<file path="src/rtl/baud_pkg.sv">
// ============================================================================
// Module  : baud_pkg
// Brief   : Shared defaults and helpers for the baud tick generator.
// Revision: 1.0 - initial release
// ============================================================================
`default_nettype none

package baud_pkg;

    localparam int BAUD_DEFAULT_DIV = 313;
    localparam int BAUD_OVERSAMPLE  = 16;
    localparam int MIN_DIV          = 2;

    function automatic int clamp_div(input int d);
        return (d < MIN_DIV) ? MIN_DIV : d;
    endfunction

endpackage

`default_nettype wire

</file>
<file path="src/rtl/baud_frac_divider.sv">
// ============================================================================
// Module  : baud_frac_divider
// Brief   : Fractional period counter producing the registered oversample tick.
// Revision: 1.0 - initial release
// ============================================================================
`default_nettype none

module baud_frac_divider
    import baud_pkg::*;
#(
    parameter int CNT_WIDTH  = 16,
    parameter int FRAC_WIDTH = 4,
    parameter int RST_CNT    = BAUD_DEFAULT_DIV - 1
) (
    input  logic                  clk,
    input  logic                  reset,
    input  logic                  enable_i,
    input  logic                  restart_i,
    input  logic [CNT_WIDTH-1:0]  div_i,
    input  logic [FRAC_WIDTH-1:0] frac_i,
    output logic                  reload_o,
    output logic                  os_tick_o
);

    logic [CNT_WIDTH-1:0]  cnt_q, cnt_d;
    logic [FRAC_WIDTH-1:0] acc_q, acc_d;
    logic                  os_tick_q, os_tick_d;
    logic [FRAC_WIDTH:0]   sum;

    always_comb begin
        reload_o  = enable_i && !restart_i && (cnt_q == '0);
        sum       = {1'b0, acc_q} + {1'b0, frac_i};
        cnt_d     = cnt_q;
        acc_d     = acc_q;
        os_tick_d = 1'b0;
        if (!enable_i || restart_i) begin
            cnt_d = div_i - CNT_WIDTH'(1);
            acc_d = '0;
        end else if (reload_o) begin
            // Fraction overflow stretches the next period by one clock.
            cnt_d     = div_i - CNT_WIDTH'(1) + CNT_WIDTH'(sum[FRAC_WIDTH]);
            acc_d     = sum[FRAC_WIDTH-1:0];
            os_tick_d = 1'b1;
        end else begin
            cnt_d = cnt_q - CNT_WIDTH'(1);
        end
    end

    always_ff @(posedge clk or posedge reset) begin
        if (reset) begin
            cnt_q     <= CNT_WIDTH'(RST_CNT);
            acc_q     <= '0;
            os_tick_q <= 1'b0;
        end else begin
            cnt_q     <= cnt_d;
            acc_q     <= acc_d;
            os_tick_q <= os_tick_d;
        end
    end

    assign os_tick_o = os_tick_q;

endmodule

`default_nettype wire

</file>
<file path="src/rtl/baud_tick_generator.sv">
// ============================================================================
// Module  : baud_tick_generator
// Brief   : Fractional-N oversample / mid-bit / bit-rate strobe generator.
// Revision: 1.0 - initial release
// ============================================================================
`default_nettype none

module baud_tick_generator
    import baud_pkg::*;
#(
    parameter int CNT_WIDTH   = 16,
    parameter int FRAC_WIDTH  = 4,
    parameter int OVERSAMPLE  = BAUD_OVERSAMPLE,
    parameter int DEFAULT_DIV = BAUD_DEFAULT_DIV
) (
    input  logic                  clk,
    input  logic                  reset,
    input  logic                  enable,
    input  logic                  load,
    input  logic [CNT_WIDTH-1:0]  divisor_int,
    input  logic [FRAC_WIDTH-1:0] divisor_frac,
    input  logic                  sync_restart,
    output logic                  os_tick,
    output logic                  mid_tick,
    output logic                  baud_clk,
    output logic                  cfg_err
);

    localparam int             PW       = (OVERSAMPLE > 2) ? $clog2(OVERSAMPLE) : 1;
    localparam logic [PW-1:0]  PH_LAST  = PW'(OVERSAMPLE - 1);
    localparam logic [PW-1:0]  PH_MID   = PW'(OVERSAMPLE / 2 - 1);
    localparam int             RST_CNT  = clamp_div(DEFAULT_DIV) - 1;
    localparam logic           RST_ERR  = (DEFAULT_DIV < MIN_DIV);

    logic [CNT_WIDTH-1:0]  div_int_q, div_int_d, div_eff;
    logic [FRAC_WIDTH-1:0] div_frac_q, div_frac_d;
    logic [PW-1:0]         phase_q, phase_d;
    logic                  mid_q, mid_d;
    logic                  baud_q, baud_d;
    logic                  cfg_err_q, cfg_err_d;
    logic                  reload;

    // A load is forwarded so a coincident restart or reload already uses it.
    always_comb begin
        div_int_d  = load ? divisor_int  : div_int_q;
        div_frac_d = load ? divisor_frac : div_frac_q;
        div_eff    = (div_int_d < CNT_WIDTH'(MIN_DIV)) ? CNT_WIDTH'(MIN_DIV) : div_int_d;
        cfg_err_d  = (div_int_d < CNT_WIDTH'(MIN_DIV));
    end

    baud_frac_divider #(
        .CNT_WIDTH  (CNT_WIDTH),
        .FRAC_WIDTH (FRAC_WIDTH),
        .RST_CNT    (RST_CNT)
    ) u_div (
        .clk       (clk),
        .reset     (reset),
        .enable_i  (enable),
        .restart_i (sync_restart),
        .div_i     (div_eff),
        .frac_i    (div_frac_d),
        .reload_o  (reload),
        .os_tick_o (os_tick)
    );

    always_comb begin
        phase_d = phase_q;
        mid_d   = 1'b0;
        baud_d  = 1'b0;
        if (!enable || sync_restart) begin
            phase_d = '0;
        end else if (reload) begin
            baud_d  = (phase_q == PH_LAST);
            mid_d   = (phase_q == PH_MID);
            phase_d = (phase_q == PH_LAST) ? '0 : phase_q + PW'(1);
        end
    end

    always_ff @(posedge clk or posedge reset) begin
        if (reset) begin
            div_int_q  <= CNT_WIDTH'(DEFAULT_DIV);
            div_frac_q <= '0;
            phase_q    <= '0;
            mid_q      <= 1'b0;
            baud_q     <= 1'b0;
            cfg_err_q  <= RST_ERR;
        end else begin
            div_int_q  <= div_int_d;
            div_frac_q <= div_frac_d;
            phase_q    <= phase_d;
            mid_q      <= mid_d;
            baud_q     <= baud_d;
            cfg_err_q  <= cfg_err_d;
        end
    end

    assign mid_tick = mid_q;
    assign baud_clk = baud_q;
    assign cfg_err  = cfg_err_q;

`ifdef FORMAL
    a_os_gap:   assert property (@(posedge clk) disable iff (reset) os_tick  |=> !os_tick);
    a_mid_gap:  assert property (@(posedge clk) disable iff (reset) mid_tick |=> !mid_tick);
    a_baud_gap: assert property (@(posedge clk) disable iff (reset) baud_clk |=> !baud_clk);
    a_baud_os:  assert property (@(posedge clk) disable iff (reset) baud_clk |-> os_tick);
`endif

endmodule

`default_nettype wire

</file>
<file path="config.mk">
export PLATFORM = sky130hd
export DESIGN_NAME = baud_tick_generator
export DESIGN_NICKNAME = d
export VERILOG_FILES = /design/src/rtl/baud_pkg.sv /design/src/rtl/baud_frac_divider.sv /design/src/rtl/baud_tick_generator.sv
export SDC_FILE = /design/constraint.sdc
export NUM_CORES = 1
export LEC_CHECK = 0
export CORE_ASPECT_RATIO = 0.75
export CORE_MARGIN = 1
export CORE_UTILIZATION = 61
export DETAILED_ROUTE_END_ITERATION = 8
export PLACE_DENSITY = 0.86
export SYNTH_ARGS = -nofsm -noshare
export SYNTH_HDL_FRONTEND = slang
export SYNTH_SLANG_ARGS = --single-unit
</file>
<file path="constraint.sdc">
create_clock -name clk -period 8.7 [get_ports clk]
set_clock_uncertainty 0.15 [all_clocks]
set_input_delay 2.175 -clock clk [delete_from_list [all_inputs] [get_ports clk]]
set_output_delay 2.175 -clock clk [all_outputs]
set_load 0.01 [all_outputs]
</file>
==> reports/qor.yml, run 1 <==
status: "finished clean"
p_total_uw: 528.0
ant_nets: 0
setup_viol: 0
reg2reg_slack_ns: 3.84
avgSynthCellArea_um2: 9.527
fin_crit_sh_pct: 85.84
grt.overflow.total: 0
multiInputGateArea_um2: 1868
clock_latency_ns: 0.32
critical_path_required_ns: 8.77
hold_ws_ns: 0.3491
drc: 0
path_cells: "clkdlybuf4s50_1 > buf_4 > nor4b_1 > o221a_2 > nand2_1 > nand2_1 > ha_1 > nor4b_1 > o22ai_1 > nor3_1 > xnor2_1 > nor3b_1 > a41oi_1 > a211oi_1"
critical_path.endpoint_type: "flip-flop"
syn_nets: 372
antenna_found_initial: 0
max-vdd-ir-drop_mv: 0.1352
first_global_vias: 2717
fp.dieArea_um2: 5560
grt_max_degree: 49
wire_per_inst_um: 17.59
yosysTopAreaCellShare_pct: 30.40
min-delay-path-class: "reg2reg"
synth_seq_area_share_pct: 37.76
htree_levels: 2
drive_above_1_share_pct: 11.94
cts_tree: "done"
async_reset_ff_share_pct: 100.0
worstMarginPinSlew_ns: 1.211
regArea_um2: 1212
fp.coreArea_um2: 4982
startpoint: "load"
initial_core_util_pct: 64.44
diodes: 0
drtIter0Drc: 221
ios: 29
place_congestion: 0.9367
num-fill-cells: 377
yosys.area.top_type: "dfrtp_1"
ys_warn_count: 0
crit_path_max_fanout: 21
synthCells: 337
clk_path_buf_depth: 2
rsz0062_at_grt: "no"
slew_violations: 0
drv_cap: 0
worstRegToRegCells: 12
relSlewSlack_pct: 19.13
cts.sinks: 48
cts.clk_slew.worst_paths_ns: 0.09
vias_per_cell: 6.384
io_buffers: 28
r2r_end: "u_div.cnt_q[14]"
startpoint_type: "input pin"
grt_pass1_wl_um: 12760
nets: 394
fp-row-count: 22
track_usage_pct: 29.92
cp_slowest_cell: "clkdlybuf4s50_1"
wl_um: 7597
synthTopCellsByArea: "dfrtp_1 (30%), dfstp_2 (7.4%), xnor2_1 (5.5%)"
via_count: 2758
p_leak_nw: 1.417
netlist_area_um2: 3211
die_w_um: 85.77
cts_root_buf: "clkbuf_8"
tns_ns: 0
critPathMaxStageDelay_ns: 0.97
min_from: "phase_q[3]"
synthFlopType: "dfrtp_1"
post_cts_resized: 0
cp_top_family: "simple AND/OR/NAND/NOR gates"
arrival_ns: 7.54
die_h_um: 64.83
cts-buffers-inserted: 5
crit_type: "in2reg"
ys_types: 61
synth-seq-cells: 48
dp_hpwl_um: 5354
min_to: "mid_tick"
r2r-start: "div_int_q[1]"
crit_buf_inv: 2
fin_crit_ns: 7.468
power_density_nw_per_um2: 146.2
drtPass1Iterations: 5
fmax_mhz: 133.9
hold_violations: 0
hold_depth: 1
area_delta_synth_final_pct: 12.51
synth_edf_count: 0
cts_hold_buf: 0
post-cts-setup-buffers: 0
==> flip-flops by register name, summed over array words and instances (netlist names) <==
signal           cells
u_div.cnt_q         16
u_div.acc_q          4
div_frac_q           4
mid_tick             1
baud_clk             1
cfg_err              1
phase_q              4
div_int_q           16
u_div.os_tick_o      1
==> synthesized netlist by cell type, types with 2 or more instances <==
master     instances
a211oi_1           7
a21o_1             3
a21oi_1           18
a22oi_1            3
a311oi_1           2
a31oi_1            3
a41oi_1            6
and2_1             3
and2_4             2
and4_1             2
and4b_4            2
buf_2              3
clkbuf_1           9
dfrtp_1           39
dfstp_2            9
ha_1               9
inv_1             15
mux2_2            12
mux2i_1            9
nand2_1           26
nand2b_1           2
nand3_1            3
nand3b_1           3
nand4_1            3
nor2_1            31
nor2b_1            2
nor3_1            13
nor3b_1            2
nor4_1             6
nor4b_1            6
o21ai_0           11
o22a_1             3
o22ai_1            5
o2bb2ai_1          2
or3_1              7
or4_1              3
or4b_1             2
xnor2_1           20
xor2_1             9
==> logic make-up (layout without fill, tap and decap cells) <==
| logic type | after synthesis | after routing | synth area share, % |
|---|---|---|---|
| XOR/XNOR | 29 | 29 | 7.911 |
| multiplexers | 22 | 22 | 7.482 |
| flip-flops | 48 | 48 | 37.76 |
| buffers and inverters | 29 | 52 | 4.053 |
| adder cells (fa/ha/maj) | 10 | 10 | 4.131 |
| AND/OR/NAND/NOR | 122 | 122 | 20.85 |
| AO/OA/AOI/OAI | 77 | 77 | 17.81 |
==> report_power, final <==
group	internal (mW)	total, mW	leakage [nW]	switching [mW]
clock network	0.0644	0.143	0.0434	0.0789
logic	0.0539	0.119	0.797	0.0650
registers	0.247	0.266	0.577	0.0184
==> stage by stage <==
stage                     cells  utilization, %  cell area [µm²]  worst slack [ns]
after floorplan             337               -             3211             2.930
after global placement      424           70.54             3515             1.613
after detailed placement    424           70.54             3515             1.125
after CTS                   432           72.50             3612             1.405
after global routing        432           72.50             3612            0.9687
final                       432           72.50             3612             1.232
==> metal layers <==
metal | routed length [µm] | track usage [%] | vias up
li1 | - | - | 1297
met1 | 3599 | 41.46 | 1321
met2 | 3343 | 46.50 | 124
met3 | 541 | 6.879 | 16
met4 | 112 | 10.21 | 0
met5 | 0 | 0 | -
==> cell usage in the layout (no fill, tap or decap), types with 5 or more instances in the layout <==
cell type and n:
dfrtp_1 39, nor2_1 31, clkdlybuf4s50_1 28, nand2_1 26
xnor2_1 20, a21oi_1 18, inv_1 14, nor3_1 13
mux2_2 12, o21ai_0 11, xor2_1 9, mux2i_1 9
ha_1 9, dfstp_2 9, or3_1 7, a211oi_1 7
nor4_1 6, nor4b_1 6, a41oi_1 6, clkbuf_8 6
o22ai_1 5
==> worst register-to-register path: cells and delay by family (launching register included) <==
family | cells | cell delay (ns)
XOR/XNOR | 1 | 0.23
AO/OA/AOI/OAI | 4 | 1.43
AND/OR/NAND/NOR | 6 | 2.28
adder cells (fa/ha/maj) | 1 | 0.25
flip-flops | 1 | 0.42
==> layout make-up <==
cell class	count	area share, %
Timing Repair Buffer	29	7.967
Sequential cell	48	33.56
Tap cell	72	2.494
Inverter	15	1.559
Clock buffer	6	2.286
Multi-Input combinational cell	260	51.71
Clock inverter	2	0.4157
==> how the worst max path moves through the flow <==
| stage | endpoint | slack, ns | cells after the start |
|---|---|---|---|
| 6_report | u_div.cnt_q[14] | 1.23 | 14 |
| 5_1_grt | u_div.cnt_q[14] | 0.97 | 14 |
| 4_1_cts | u_div.cnt_q[14] | 1.41 | 14 |
| 3_5_place_dp | u_div.cnt_q[14] | 1.12 | 14 |
| 3_3_place_gp | u_div.cnt_q[14] | 1.61 | 13 |
| 2_1_floorplan | u_div.cnt_q[14] | 2.93 | 13 |
Note: power is estimated with default switching activity, not from simulation.
==> run 2, diff against run 1 <==
--- a/constraint.sdc
+++ b/constraint.sdc
@@ -4,2 +4,2 @@
 set_output_delay 2.175 -clock clk [all_outputs]
-set_load 0.01 [all_outputs]
+set_load 0.005 [all_outputs]
==> results of run 2 <==
Final layout, timing and power as in run 1 (identical DEF).
